**src/rtl/uart_baud_gen.sv**
```systemverilog
// uart_baud_gen: programmable baud-rate tick generator for the UART.
// Produces a one-cycle rx_tick every eff_div clocks (16x oversampling rate)
// and a one-cycle tx_tick coincident with every 16th rx_tick (bit rate).
//
// Ports:
//   clk        system clock, rising edge
//   rst        synchronous active-high reset
//   i_divisor  clocks per rx_tick (0 stalls the generator, 1 ticks every cycle)
//   rx_tick    registered one-cycle oversample tick
//   tx_tick    registered one-cycle bit tick, coincident with every 16th rx_tick
//
// Optional feature macro: BAUD_GEN_DIV_SYNC_EN
//   When defined, i_divisor is sampled into a shadow register at each wrap,
//   so an interval already in progress always completes at the old divisor.
module uart_baud_gen (
  input  logic        clk,
  input  logic        rst,
  input  logic [15:0] i_divisor,
  output logic        rx_tick,
  output logic        tx_tick
);

  localparam int unsigned DIV_W = 16;
  localparam int unsigned OS_W  = 4;

  logic [DIV_W-1:0] div_cnt;
  logic [DIV_W-1:0] eff_div;
  logic [OS_W-1:0]  os_cnt;
  logic             stall_c;
  logic             wrap_c;

`ifdef BAUD_GEN_DIV_SYNC_EN
  logic [DIV_W-1:0] div_shadow;
  logic             first_q;

  // The first post-reset cycle bypasses the (still zero) shadow so the
  // first-tick latency matches the unsynchronised build.
  always_comb begin
    eff_div = first_q ? i_divisor : div_shadow;
  end

  // Shadow reloads at each wrap, on the first cycle after reset, and while
  // stalled so that a zero divisor can be replaced by a nonzero one.
  always_ff @(posedge clk) begin
    if (rst) begin
      div_shadow <= '0;
      first_q    <= 1'b1;
    end else begin
      first_q <= 1'b0;
      if (first_q || wrap_c || stall_c) begin
        div_shadow <= i_divisor;
      end
    end
  end
`else
  always_comb begin
    eff_div = i_divisor;
  end
`endif

  // Wrap uses >= so a divisor lowered mid-count wraps at once instead of
  // running the counter through its full range.
  always_comb begin
    stall_c = (eff_div == '0);
    wrap_c  = !stall_c && (div_cnt >= (eff_div - DIV_W'(1)));
  end

  // Divide and oversample counters with registered tick outputs.
  always_ff @(posedge clk) begin
    if (rst) begin
      div_cnt <= '0;
      os_cnt  <= '0;
      rx_tick <= 1'b0;
      tx_tick <= 1'b0;
    end else if (stall_c) begin
      rx_tick <= 1'b0;
      tx_tick <= 1'b0;
    end else if (wrap_c) begin
      div_cnt <= '0;
      os_cnt  <= os_cnt + OS_W'(1);
      rx_tick <= 1'b1;
      tx_tick <= (os_cnt == OS_W'(15));
    end else begin
      div_cnt <= div_cnt + DIV_W'(1);
      rx_tick <= 1'b0;
      tx_tick <= 1'b0;
    end
  end

endmodule

```
**config.mk**
```make
export PLATFORM = sky130hd
export DESIGN_NAME = uart_baud_gen
export DESIGN_NICKNAME = d
export VERILOG_FILES = /design/src/rtl/uart_baud_gen.sv
export SDC_FILE = /design/constraint.sdc
export NUM_CORES = 1
export LEC_CHECK = 0
export ABC_AREA = 1
export BUFFER_PORTS_ARGS = -buffer_cell sky130_fd_sc_hd__buf_4
export CAP_MARGIN = 20
export CORE_UTILIZATION = 50
export DETAILED_ROUTE_END_ITERATION = 10
export PLACE_DENSITY = 0.67
export SETUP_SLACK_MARGIN = 0.1
export SYNTH_ARGS = -nofsm -noshare
export SYNTH_HDL_FRONTEND = slang
export SYNTH_SLANG_ARGS = --single-unit
```
**constraint.sdc**
```tcl
create_clock -name clk -period 3.2 [get_ports clk]
set_clock_uncertainty 0.05 [all_clocks]
set_input_delay 0.32 -clock clk [delete_from_list [all_inputs] [get_ports clk]]
set_output_delay 0.32 -clock clk [all_outputs]
set_load 0.01 [all_outputs]
```
Yosys cells after proc, flatten, opt, wreduce, memory -nomap -nowiden. Index checks and enable logic that the tools add are counted.

Magnitude comparators: 1. Reduce and logical (&&, ||, !) cells: 6. Bitwise operators: 2. Eq/ne operators: 1. Add/sub/neg operators: 3. Mux-type cells: 2.

Operators by type and width (count): adder 16 x 1 -> 16 bit, second input constant (1); >= comparator 16 bit (1); zero test 16 bit (1); two-way mux 16 bit (1); subtractor 16 x 1 -> 16 bit, second input constant (1); adder 4 x 1 -> 4 bit, second input constant (1); == test 4 bit, second input constant (1); OR reduction 3 bit (1); NOT 1 bit (2); AND reduction 2 bit (1); OR reduction 2 bit (1); logical AND 1 bit (1); zero test 1 bit (1); two-way mux 1 bit (1).

Input bits: 18. Logic and storage cells: 19. Bits in registers: 22. Output and inout port bits: 2.

Depth between registers and ports, before layout. Gate-level depths: netlist of the first run.

Depth in word-level cells: 5. Gate-level depth with buffers: 18. Gate-level depth less buffers: 18.

Worst setup path after synthesis of the first run. Ideal clock, no wire load.

Kind: in2reg. Start: input i_divisor[1]. End: register os_cnt[1]. Data required time: 3.038 ns. Path buffers: 0. Slack: 0.862 ns. Setup time: 0.112 ns. Stages: 16. Arrival time: 2.176 ns. Cell sequence: inv_1 nand4_1 nor2_2 nand3_2 nor2_2 nand3_1 xor2_1 ha_1 a21oi_1 o21ai_0 a21oi_2 nand2_2 nand3_1 inv_1 nand2_1 nand2_1.

Cells in the longest elaborated chain, start to end: 4. Elaborated cells on any way between the ends: 7. Those cells by class: 1 x add/sub; 1 x order compare; 1 x bitwise; 4 x reduce/logical.

RTL lines: start, declared (line 18) `input logic [15:0] i_divisor,`; subtractor 16 x 1 -> 16 bit or zero test 16 bit (tied branches) (line 65, 64); >= comparator 16 bit or zero test 1 bit (tied branches) (line 65) `wrap_c = !stall_c && (div_cnt >= (eff_div - DIV_W'(1)));`; logical AND 1 bit (line 65); AND reduction 2 bit (no source line) (*); end signal, assigned (line 80) `os_cnt <= os_cnt + OS_W'(1);`; end, declared (line 28) `logic [OS_W-1:0] os_cnt;`.

Mark *: on every way between the ends. The rest lies on a longest branch, timed or not. A chain may end at the register's enable or synchronous reset.

Worst setup path in the final report of the first run.
Start: input i_divisor[1]. End: register div_cnt[1].

Cells in the longest elaborated chain, start to end: 4. Elaborated cells on any way between the ends: 6. Those cells by class: 1 x add/sub; 1 x order compare; 1 x mux; 3 x reduce/logical.

RTL lines: subtractor 16 x 1 -> 16 bit or zero test 16 bit (tied branches) (line 65, 64); >= comparator 16 bit or zero test 1 bit (tied branches) (line 65); logical AND 1 bit (line 65); two-way mux 16 bit (line 78) `end else if (wrap_c) begin`; end signal, assigned (line 84) `div_cnt <= div_cnt + DIV_W'(1);`; end, declared (line 26) `logic [DIV_W-1:0] div_cnt;`.

Several ways; a longest one is shown, not always the timed one.

==> results.json, run 1 <==
{
  "period_needed_ns": 2.428,
  "setup_viol": 0,
  "yosysSeqAreaShare_pct": 23.34,
  "die_w_um": 63.43,
  "rr_endpoint": "div_cnt[1]",
  "outcome": "finished clean",
  "area.sequential_um2": 440.4,
  "critPathKind": "input pin to register",
  "cts_max_level": 1,
  "grt_antenna_before_repair": 0,
  "critPathLaunch": "i_divisor[1]",
  "syn_area_per_cell_um2": 6.836,
  "cp.arrival_ns": 2.57,
  "grt_max_degree": 13,
  "maxSlewHeadroom_pct": 81.65,
  "nNetsFinal": 338,
  "dieArea_um2": 4023,
  "cts.sinks": 22,
  "synth_top_area_cell": "dfxtp_1",
  "final_common_cell": "nand2_1",
  "hold_ws_ns": 0.2081,
  "core_area_um2": 3468,
  "antennaDiodeCount": 0,
  "insertion_delay_ns": 0.26,
  "io_pins": 20,
  "via_count": 1691,
  "synthDistinctLibCells": 24,
  "track_usage_pct": 20.27,
  "maxCapViolCount": 0,
  "hold_viol_final": 0,
  "hp-start": "rst",
  "final.setup.tns_ns": 0,
  "crit_fanout": 10,
  "dp_hpwl_um": 3046,
  "hold_buffers": 0,
  "wirelength_um": 3658,
  "globalRouteOverflowTotal": 0,
  "clock_tree.root_cell": "clkbuf_8",
  "syn_inst": 276,
  "drive_gt1_share_pct": 17.73,
  "p_per_area_nw_per_um2": 263.9,
  "port_buffers": 19,
  "r2r_cells": 12,
  "vias_per_cell": 4.901,
  "grt_pass1_vias": 1578,
  "end_kind": "register",
  "tightest_slew_ns": 0.2752,
  "finalWeightedCongestion": 0.8237,
  "min_to": "div_cnt[14]",
  "first_pass_iters": 4,
  "vdd_drop_max_uv": 222.3,
  "drtIter0Drc": 43,
  "cts_buffers": 3,
  "nFillCells": 366,
  "drv_slew": 0,
  "r2r-start": "div_cnt[5]",
  "postRouteAntennaNets": 0,
  "rsz0062_at_grt": "false",
  "maxClockFrequency_mhz": 411.8,
  "die_y_um": 63.43,
  "synth_area_leaders": "dfxtp_1, ha_1, nand2_1",
  "p_total_mw": 0.5653,
  "leakagePower_nw": 0.9972,
  "rows": 21,
  "grt_first_pass_wirelength_um": 6561,
  "cts.clk_slew.worst_paths_ns": 0.08,
  "drt-wirelength-per-cell_um": 10.60,
  "syn2layout_area_growth_pct": 13.53,
  "synth_area_um2": 1887,
  "holdPathStages": 2,
  "ctsResizeCount": 0,
  "syn_nets": 314,
  "cp.required_ns": 3.34,
  "synth_top_area_share_pct": 23.34,
  "yosys_register_bits": 22,
  "period_share_pct": 75.89,
  "final_cell_mix": "nand2_1, inv_1, nor2_1",
  "rrSetupSlack_ns": 1.42,
  "yosysWarnings": 0,
  "clk_path_buf_depth": 2,
  "cts_setup_buffers": 0,
  "cts_tree": "yes",
  "drc_errors": 0,
  "startpoint_type": "input pin",
  "initial_core_util_pct": 54.40,
  "hp-class": "input pin to register",
  "multi_input_area_um2": 1304
}
## logic make-up after synthesis
family / share of synthesized area (%)
and+or+nand+nor: 39.85
adders and majority gates: 13.26
DFF: 23.34
AOI/OAI and AO/OA: 5.305
xor gates and xnor gates: 10.68
buffers and inverters: 7.559
## Yosys cell counts (all sizes together)
library cell  number
nand2             73
nor2              45
inv               38
dfxtp             22
ha                20
nand3             19
xor2              15
a21oi             14
nand4             10
xnor2              8
nor3               4
o21ai              4
nor3b              2
o22ai              1
or2                1
## registers in the layout, indices dropped and copies added, names as in the netlist
| register | cells |
|---|---|
| rx_tick | 1 |
| tx_tick | 1 |
| os_cnt | 4 |
| div_cnt | 16 |
## per-stage QoR
step	util, %	worst slack [ns]	cells	cell area (um^2)
floorplan	-	0.8619	276	1887
global placement	60.17	0.5108	341	2087
detailed placement	60.17	0.4933	341	2087
CTS	61.76	0.7515	345	2142
global route	61.76	0.4573	345	2142
finish	61.76	0.7716	345	2142
## worst max path at each step
stage / end / cells after the start
finish: div_cnt[1] / 16
global placement: os_cnt[1] / 17
CTS: div_cnt[1] / 16
floorplan: os_cnt[1] / 16
global route: div_cnt[1] / 16
detailed placement: div_cnt[1] / 16
## routing by layer
layer,share of wire (%),global-route usage [%]
met5,0,0
met4,1.3,6.250
met3,3.4,2.174
met2,44,34.44
met1,51,26.57
## critical path: stages
cell,delay (ns)
buf_4,0.11
inv_1,0.11
nand4_1,0.17
nor2_2,0.19
nand3_2,0.11
nor2_2,0.12
nand3_1,0.09
xor2_1,0.15
ha_1,0.29
a21oi_1,0.13
o21ai_0,0.11
a21oi_2,0.20
nand2_2,0.13
nand2_4,0.12
nand2_4,0.10
a21oi_1,0.12
## area by class of cell
type,instances,area share [%]
clock buffers,4,2.570
inverters,38,6.659
multi-input cells,216,60.86
flip-flops and latches,22,20.56
well taps,46,2.687
repair buffers,19,6.659
## report_power, final
group	switching (mW)	leakage, nW	internal, mW
Sequential	0.00373	0.178	0.277
Combinational	0.0497	0.791	0.0407
Clock	0.0847	0.0288	0.110
Total	0.138	0.997	0.427
Power figures use the tool's default switching activity.
==> run 2, diff against run 1 <==
Clock period 3.2 ns to 2.4 ns, I/O delays scaled along.
==> run 2 against run 1 <==
Against the previous run:
- core utilization is 7.1 points higher
- combinational power is 61% higher
- flip-flop and latch count stayed put
- total power is 40% higher
- hold slack worse by 0.092 ns
- final cell count is 4.9% higher
- non-clock buffer count is 15 higher
- sequential share of layout area is 2.1 points lower
- first-iteration DRC count is 65% higher
- critical path type unchanged
- largest cell class unchanged
==> results.json, run 2 (synthesis results as in run 1) <==
{
  "outcome": "finished clean",
  "rr_endpoint": "div_cnt[4]",
  "grt_antenna_before_repair": 0,
  "io_pins": 20,
  "largest_reg_flops": 16,
  "drv_slew": 0,
  "drc_errors": 0,
  "grt_first_pass_wirelength_um": 6782,
  "via_count": 1775,
  "hp-class": "input pin to register",
  "hp-start": "rst",
  "cts_max_level": 1,
  "nFillCells": 312,
  "reg_top3": "div_cnt x16, os_cnt x4",
  "setup_viol": 0,
  "grt_pass1_vias": 1599,
  "tightest_slew_ns": 0.5190,
  "antennaDiodeCount": 0,
  "maxClockFrequency_mhz": 436.1,
  "critPathMaxStageDelay_ns": 0.31,
  "rsz0062_at_grt": "true",
  "insertion_delay_ns": 0.26,
  "min_to": "os_cnt[3]",
  "drtIter0Drc": 71,
  "finalWeightedCongestion": 0.8050,
  "cts.clk_slew.worst_paths_ns": 0.08,
  "drt-wirelength-per-cell_um": 11.43,
  "multi_input_area_um2": 1431,
  "period_share_pct": 95.54,
  "grt_max_degree": 13,
  "cp.required_ns": 2.55,
  "maxSlewHeadroom_pct": 65.36,
  "postRouteAntennaNets": 0,
  "regMostFlops": "div_cnt",
  "die_w_um": 63.43,
  "first_pass_iters": 4,
  "die_y_um": 63.43,
  "port_buffers": 19,
  "cp.arrival_ns": 2.45,
  "nNetsFinal": 355,
  "track_usage_pct": 20.99,
  "globalRouteOverflowTotal": 0,
  "slowest_stage": "ha_1",
  "final_common_cell": "nand2_1",
  "placed_cell_area_um2": 2185,
  "critPathKind": "input pin to register",
  "cts_buffers": 3,
  "r2r_cells": 10,
  "end_kind": "register",
  "initial_core_util_pct": 54.40,
  "vdd_drop_max_uv": 316.1,
  "clk_path_buf_depth": 2,
  "final_cell_mix": "nand2_1, inv_1, buf_4",
  "dp_hpwl_um": 3183,
  "pre_cts_slack_ns": -0.1477,
  "maxCapViolCount": 0,
  "leakagePower_nw": 1.083,
  "cts.sinks": 22,
  "dieArea_um2": 4023,
  "vias_per_cell": 4.903,
  "startpoint_type": "input pin",
  "crit_chain": "buf_6, nor2_2, nand4_1, nor2_2, nand3_2, nor2_4, nand3_2, xor2_1, ha_1, a21oi_1, o21ai_1, a21oi_2, nand2_4, nand2_8, nand2_8, nor2_4",
  "crit_fanout": 5,
  "r2r-start": "div_cnt[3]",
  "wirelength_um": 4136,
  "rrSetupSlack_ns": 0.59,
  "area.sequential_um2": 440.4,
  "hold_buffers": 0,
  "clock_tree.root_cell": "clkbuf_8",
  "cts_tree": "yes",
  "holdPathStages": 2,
  "layout_setup_ws_ns": 0.1069,
  "post-route-util_pct": 68.90,
  "rows": 21,
  "fin_area_um2": 2390,
  "drive_gt1_share_pct": 28.16,
  "p_per_area_nw_per_um2": 330.1,
  "syn2layout_area_growth_pct": 26.66,
  "period_needed_ns": 2.293,
  "core_area_um2": 3468,
  "hold_viol_final": 0
}
## run 2: worst max path at each step
| stage | slack, ns | to | start |
|---|---|---|---|
| 3_3_place_gp | -0.09 | div_cnt[1] | i_divisor[1] |
| 3_5_place_dp | -0.15 | div_cnt[1] | i_divisor[1] |
| 5_1_grt | -0.07 | div_cnt[4] | i_divisor[0] |
| 4_1_cts | 0.12 | div_cnt[1] | i_divisor[1] |
| 2_1_floorplan | 0.14 | os_cnt[1] | i_divisor[1] |
| 6_report | 0.11 | div_cnt[4] | i_divisor[0] |
## run 2: per-layer routing
metal  wire, um  GRT usage, %  up-vias
li1           -             -      967
met1       2087         28.15      774
met2       1877         35.24       29
met3        133         1.993        5
met4         38         6.250        0
met5          0             0        -
## run 2: through the flow
step	total power, mW	hold WS, ns	TNS (ns)	std cells
after floorplan	0.4568	0.2591	0	276
after global placement	0.5169	0.3963	-1.147	354
after detailed placement	0.5176	0.4032	-2.043	354
after CTS	0.7802	0.1182	0	358
after global routing	0.8257	0.1309	-0.6514	362
final	0.7889	0.1166	0	362
## run 2: final cells by class
cell class / count / area share (%)
repair buffers: 34 / 10.99
well taps: 46 / 2.408
clock buffers: 4 / 2.304
multi-input cells: 218 / 59.90
inverters: 38 / 5.969
flip-flops and latches: 22 / 18.43
## run 2: report_power, final
part | switching, mW | leakage (nW) | total (mW) | internal [mW]
combinational | 0.0771 | 0.876 | 0.146 | 0.0694
clock | 0.122 | 0.0288 | 0.269 | 0.146
sequential | 0.00478 | 0.178 | 0.374 | 0.369
## run 2: critical path, delay by kind of cell
family | cells | cell delay, ns
xor+xnor | 1 | 0.17
buf+inv | 1 | 0.09
compound gates | 3 | 0.41
fa+ha+maj | 1 | 0.31
simple gates | 10 | 1.23
## run 2: what timing repair did
item,in CTS,in global routing
endpoints found under the setup margin,0,19
buffers inserted,0,2
gates resized for setup,0,29
